`src/rtl/window_discriminator_fsm.sv`:
```
// Multi-window spike discriminator: sequences per-channel window bounds to the filter
// stage and pulses detect/reject once every window in the sequence has been resolved.
module window_discriminator_fsm #(
  parameter int NUM_WIN = 4
) (
  input  logic                   state_clk,
  input  logic                   reset,
  input  logic                   enable,
  input  logic                   thrsh_in,
  input  logic                   inwin_in,
  input  logic [2:0]             num_win_cfg,
  input  logic [16*NUM_WIN-1:0]  win_start_cfg,
  input  logic [16*NUM_WIN-1:0]  win_stop_cfg,
  input  logic [NUM_WIN-1:0]     win_pol_cfg,
  input  logic [15:0]            refractory_cfg,
  output logic [15:0]            state_counter,
  output logic [15:0]            win_start_out,
  output logic [15:0]            win_stop_out,
  output logic [1:0]             win_idx,
  output logic                   detect,
  output logic                   reject,
  output logic [1:0]             fsm_state
);

  // state   | meaning
  // IDLE    | disabled, all outputs 0
  // ARMED   | waiting for a trigger crossing
  // TRACK   | stepping through windows, counting samples since trigger
  // REFRACT | dead time after a detect, crossings ignored
  typedef enum logic [1:0] {
    S_IDLE    = 2'd0,
    S_ARMED   = 2'd1,
    S_TRACK   = 2'd2,
    S_REFRACT = 2'd3
  } state_t;

  localparam logic [2:0] MAX_WIN = 3'(NUM_WIN);

  state_t             r_state;
  logic               r_thrsh_prev;
  logic               r_hit;
  logic [15:0]        r_start [NUM_WIN];
  logic [15:0]        r_stop  [NUM_WIN];
  logic [NUM_WIN-1:0] r_pol;
  logic [15:0]        r_refr;
  logic [1:0]         r_last;

  logic       w_xing;
  logic [1:0] w_cfg_last;
  logic [1:0] w_next_idx;
  logic       w_pol_k;
  logic       w_win_end;
  logic       w_hit_now;
  logic       w_forbid;

  assign w_xing     = thrsh_in & ~r_thrsh_prev;
  assign w_next_idx = win_idx + 2'd1;
  assign w_pol_k    = r_pol[win_idx];
  assign w_win_end  = state_counter >= r_stop[win_idx];
  assign w_hit_now  = r_hit | (w_xing & inwin_in & w_pol_k);
  assign w_forbid   = w_xing & inwin_in & ~w_pol_k;
  assign fsm_state  = r_state;

  always_comb begin
    w_cfg_last = 2'd0;
    if (num_win_cfg == 3'd0)
      w_cfg_last = 2'd0;
    else if (num_win_cfg > MAX_WIN)
      w_cfg_last = 2'(MAX_WIN - 3'd1);
    else
      w_cfg_last = 2'(num_win_cfg - 3'd1);
  end

  always_ff @(posedge state_clk) begin
    if (reset) begin
      r_state       <= S_IDLE;
      r_thrsh_prev  <= 1'b1;
      r_hit         <= 1'b0;
      r_pol         <= '0;
      r_refr        <= 16'd0;
      r_last        <= 2'd0;
      state_counter <= 16'd0;
      win_start_out <= 16'd0;
      win_stop_out  <= 16'd0;
      win_idx       <= 2'd0;
      detect        <= 1'b0;
      reject        <= 1'b0;
      for (int k = 0; k < NUM_WIN; k++) begin
        r_start[k] <= 16'd0;
        r_stop[k]  <= 16'd0;
      end
    end else begin
      r_thrsh_prev <= thrsh_in;
      detect       <= 1'b0;
      reject       <= 1'b0;
      if (!enable) begin
        r_state       <= S_IDLE;
        r_hit         <= 1'b0;
        state_counter <= 16'd0;
        win_start_out <= 16'd0;
        win_stop_out  <= 16'd0;
        win_idx       <= 2'd0;
      end else begin
        case (r_state)
          S_IDLE: r_state <= S_ARMED;

          S_ARMED: begin
            if (w_xing) begin
              for (int k = 0; k < NUM_WIN; k++) begin
                r_start[k] <= win_start_cfg[16*k +: 16];
                r_stop[k]  <= win_stop_cfg[16*k +: 16];
              end
              r_pol         <= win_pol_cfg;
              r_refr        <= refractory_cfg;
              r_last        <= w_cfg_last;
              r_hit         <= 1'b0;
              state_counter <= 16'd0;
              win_idx       <= 2'd0;
              win_start_out <= win_start_cfg[15:0];
              win_stop_out  <= win_stop_cfg[15:0];
              r_state       <= S_TRACK;
            end
          end

          S_TRACK: begin
            // Forbidden crossing and timeout take precedence over the window-end decision.
            if (w_forbid || state_counter == 16'hFFFF || (w_win_end && w_pol_k && !w_hit_now)) begin
              reject        <= 1'b1;
              r_hit         <= 1'b0;
              state_counter <= 16'd0;
              win_start_out <= 16'd0;
              win_stop_out  <= 16'd0;
              win_idx       <= 2'd0;
              r_state       <= S_ARMED;
            end else if (w_win_end && win_idx == r_last) begin
              detect        <= 1'b1;
              r_hit         <= 1'b0;
              state_counter <= 16'd0;
              win_start_out <= 16'd0;
              win_stop_out  <= 16'd0;
              win_idx       <= 2'd0;
              r_state       <= S_REFRACT;
            end else if (w_win_end) begin
              r_hit         <= 1'b0;
              win_idx       <= w_next_idx;
              win_start_out <= r_start[w_next_idx];
              win_stop_out  <= r_stop[w_next_idx];
              state_counter <= state_counter + 16'd1;
            end else begin
              r_hit         <= w_hit_now;
              state_counter <= state_counter + 16'd1;
            end
          end

          S_REFRACT: begin
            if (state_counter >= r_refr) begin
              state_counter <= 16'd0;
              r_state       <= S_ARMED;
            end else begin
              state_counter <= state_counter + 16'd1;
            end
          end

          default: r_state <= S_IDLE;
        endcase
      end
    end
  end

endmodule

```
`config.mk`:
```
export PLATFORM = sky130hd
export DESIGN_NAME = window_discriminator_fsm
export DESIGN_NICKNAME = d
export VERILOG_FILES = /design/src/rtl/window_discriminator_fsm.sv
export SDC_FILE = /design/constraint.sdc
export NUM_CORES = 1
export LEC_CHECK = 0
export BUFFER_PORTS_ARGS = -buffer_cell sky130_fd_sc_hd__buf_4
export CAP_MARGIN = 20
export CORE_ASPECT_RATIO = 0.8
export CORE_UTILIZATION = 53
export CTS_BUF_LIST = sky130_fd_sc_hd__clkbuf_16
export DETAILED_ROUTE_END_ITERATION = 10
export PLACE_DENSITY_LB_ADDON = 0.05
export SLEW_MARGIN = 10
export SYNTH_ARGS = -nofsm -noshare
export SYNTH_HDL_FRONTEND = slang
export SYNTH_SLANG_ARGS = --single-unit
```
`constraint.sdc`:
```
create_clock -name state_clk -period 7.22 [get_ports state_clk]
set_clock_uncertainty 0.1 [all_clocks]
set_input_delay 0.361 -clock state_clk [delete_from_list [all_inputs] [get_ports state_clk]]
set_output_delay 0.361 -clock state_clk [all_outputs]
set_load 0.05 [all_outputs]
```
==> metrics <==
number of port buffers 209; ys async rst share 0%; post-DP HPWL between 15000 and 20000 um; status completed; adder-cell share of the synthesized area under 10%; First-pass DRT Iterations 4; final worst path period need 4.14 ns; largest net degree at the start of global routing 119; VDD IR-drop max 0.145 mV; startpoint type of the worst setup path flop; DIE WIDTH ~160 um; PostCTS Resize Cnt 0; slowest stage delay, CP 0.77 ns; CP Capture Type flop; Post-Syn Nets 1079; Critical Path AT 4.46 ns; Final setup viols 0; setup bufs post-CTS 0; placed cell count roughly 1300; max frequency roughly 240 MHz; Internal Pwr Total approximately 2 mW; DR vias/cell ~5.4; simple-gate share of the synthesized area 16.4%; Synth Warn # 0; Area Overhead vs Synth 25.3%; crit path cell chain mux4_2, ha_1, nand2b_4, a2111oi_4, o32a_1, a21oi_2, nor2_4, buf_4, o21ai_1, o211ai_1; aggregate global-route resource usage 24.9%; Hold Crit Class in2reg; Mapped Avg Cell Area 11.7 um2; hold buffer count at cts 22; DR WL/cell ~18 um; Synth Area in XOR/XNOR 0.337%; fin util approximately two thirds; Post-synth EDFFs 128; WL final 24500 um; DRT antenna net count 0; residual DRC count 0; first-iteration detailed-routing DRC count 481; clk root buf clkbuf_16; Cell Pwr Density 200 nW/um2; CTS sink count 208; Leak 5.20 nW; largest family of logic cells by synthesized area simple AND/OR/NAND/NOR gates; Synth Area in Compound Gates 11.6%; mapped cell area 10400 um2; CTS tree yes; vias in the first global route 7263; RSZ-0062 raised after global routing false; placed inst area about 12000 um2; Reg power frac 50.6%; Psw 0.588 mW; switching portion of total power a little under a quarter; Worst-path clk slew 0.07 ns; ys flop type edfxtp_1; synth unique cells 55; GRT overflow 0; Non-Filler Instances 1369; CTS Buf Count 21; synthesis-stage register bit count 208; total core area 19100 um2; final period utilization 57.3%; critical path class reg2reg; final instance area 13000 um2; die area 20200 um2; worst hold margin 0.0284 ns; Final GP Congestion 0.816; H-tree depth 1; antenna cell count 0; Crit-path slowest cell dfxtp_1; Nets 1290; final hold vios 0; initial antenna violation count 0; Initial Utilization 54.4%; Gate Count Post-Synth ~890; Crit path required time about 7.5 ns; sequential share of the synthesized area 52.4%; Max-Cap Viols 0; clk buf depth 3; # IOs between 200 and 250; Comb pwr share 8.6%; Final Max Tran Viols 0; post-synthesis mux area share 10.8%; clock network power share 40.8%; Max FO, Critical Path 29; clk_lat worst skew approximately 0.50 ns; layout cell share with drive strength beyond 1 between 30% and 40%; setup TNS 0 ns; DIE HEIGHT 127 um; Slew HR 29.1%; Worst Tran Pin Value 1.06 ns; routed vias 7428; row count 45; first-pass GRT wire length 38600 um
worst paths after layout:
check                                    start           endpoint  slack [ns]  cells after the start
worst max-delay path                      flop  state_counter[11]        3.08                     10
worst max register to register            flop  state_counter[11]        3.08                     10
worst min register to register       r_last[0]          r_last[0]        0.36                      2
worst min-delay path            num_win_cfg[2]          r_last[0]        0.03                      3
power groups by stage:
stage | Clock, mW | Combinational [mW] | Sequential (mW)
2_1_floorplan | 0 | 0.0868 | 1.36
3_5_place_dp | 0 | 0.214 | 1.34
4_1_cts | 1.08 | 0.224 | 1.32
3_3_place_gp | 0 | 0.212 | 1.34
6_report | 1.06 | 0.223 | 1.32
5_1_grt | 1.13 | 0.240 | 1.32
layer usage:
metal	up-vias	GRT usage [%]	wire length, um	part of all wire [%]
met5	-	0	0	0
li1	3624	-	-	-
met3	30	4.95	1760	7.2
met1	3529	36.4	11200	46
met2	245	38.4	11100	45
met4	0	5.54	401	1.6
cell type report:
cell class / instances / area, um2
clock buffers: 21 / 526
repair buffers: 241 / 1860
fillers: 1456 / 6070
flip-flops and latches: 208 / 5450
multi-input cells: 583 / 4560
well taps: 258 / 323
clock inverters: 17 / 136
inverters: 41 / 159
sequential cells by signal (all words and copies together), names as in the netlist, named ones only:
signal         count
r_start           64
detect             1
fsm_state          2
win_idx            2
reject             1
state_counter     16
r_thrsh_prev       1
win_stop_out      16
r_last             2
r_stop            64
win_start_out     16
r_hit              1
r_refr            16
r_pol              4
cell families (layout without fill, tap and decap cells):
family,Yosys count,count (layout)
and+or+nand+nor,304,304
DFF,208,208
AOI/OAI and AO/OA,186,186
buffers and inverters,94,320
muxes,51,51
adders and majority gates,38,38
xor gates and xnor gates,4,4
worst max-delay path: cells and delay by family (launching register included):
family / cells / cell delay, ns
AND/OR/NAND/NOR: 2 / 0.66
buffers and inverters: 1 / 0.55
multiplexers: 1 / 0.43
flip-flops: 1 / 0.77
adder cells (fa/ha/maj): 1 / 0.29
AO/OA/AOI/OAI: 5 / 1.21
cells in the mapped netlist, types with 3 or more instances:
cell / n / area, um2
nor3_1: 8 / 40.0
o21ai_1: 13 / 65.1
o211ai_1: 5 / 37.5
a211oi_1: 3 / 22.5
a21o_1: 3 / 22.5
buf_4: 3 / 22.5
buf_6: 3 / 33.8
buf_2: 7 / 35.0
nand2b_1: 7 / 43.8
nor2_1: 23 / 86.3
or2_2: 4 / 25.0
edfxtp_1: 128 / 3840
mux4_2: 49 / 1100
nand3_1: 7 / 35.0
inv_1: 41 / 154
nand4_1: 4 / 25.0
clkbuf_1: 38 / 143
a21oi_1: 57 / 285
o221ai_1: 9 / 78.8
nand3b_1: 3 / 22.5
o21ai_0: 54 / 270
a21oi_4: 5 / 81.3
dfxtp_1: 80 / 1600
ha_1: 38 / 475
a22o_1: 6 / 52.6
a21oi_2: 16 / 140
nor2b_1: 41 / 257
nand2_1: 61 / 229
xor2_1: 3 / 26.3
and2_1: 132 / 826
nor4_1: 3 / 18.8
per-stage QoR:
| stage | total power, mW | setup WS, ns |
|---|---|---|
| 6_report | 2.60 | 3.08 |
| 5_1_grt | 2.69 | 2.84 |
| 4_1_cts | 2.62 | 3.07 |
| 3_5_place_dp | 1.56 | 3.10 |
| 3_3_place_gp | 1.55 | 3.22 |
| 2_1_floorplan | 1.45 | 1.56 |
cells in the final DEF (no fill, tap or decap), types with 4 or more instances in the layout:
cell type,instances
o21ai_0,54
clkbuf_16,21
dfxtp_1,78
nor3_1,8
ha_1,37
nor2_1,23
and2_1,132
nand2_1,61
a21oi_2,16
o221ai_1,9
nand3_1,7
inv_1,44
clkinv_1,4
buf_4,219
o211ai_1,5
edfxtp_1,128
nand4_1,4
a21oi_4,5
a21oi_1,57
or2_2,4
a22o_1,6
nand2b_1,7
dlygate4sd3_1,22
o21ai_1,13
mux4_2,49
nor2b_1,40
No activity file was read; power rests on OpenSTA's default activity.
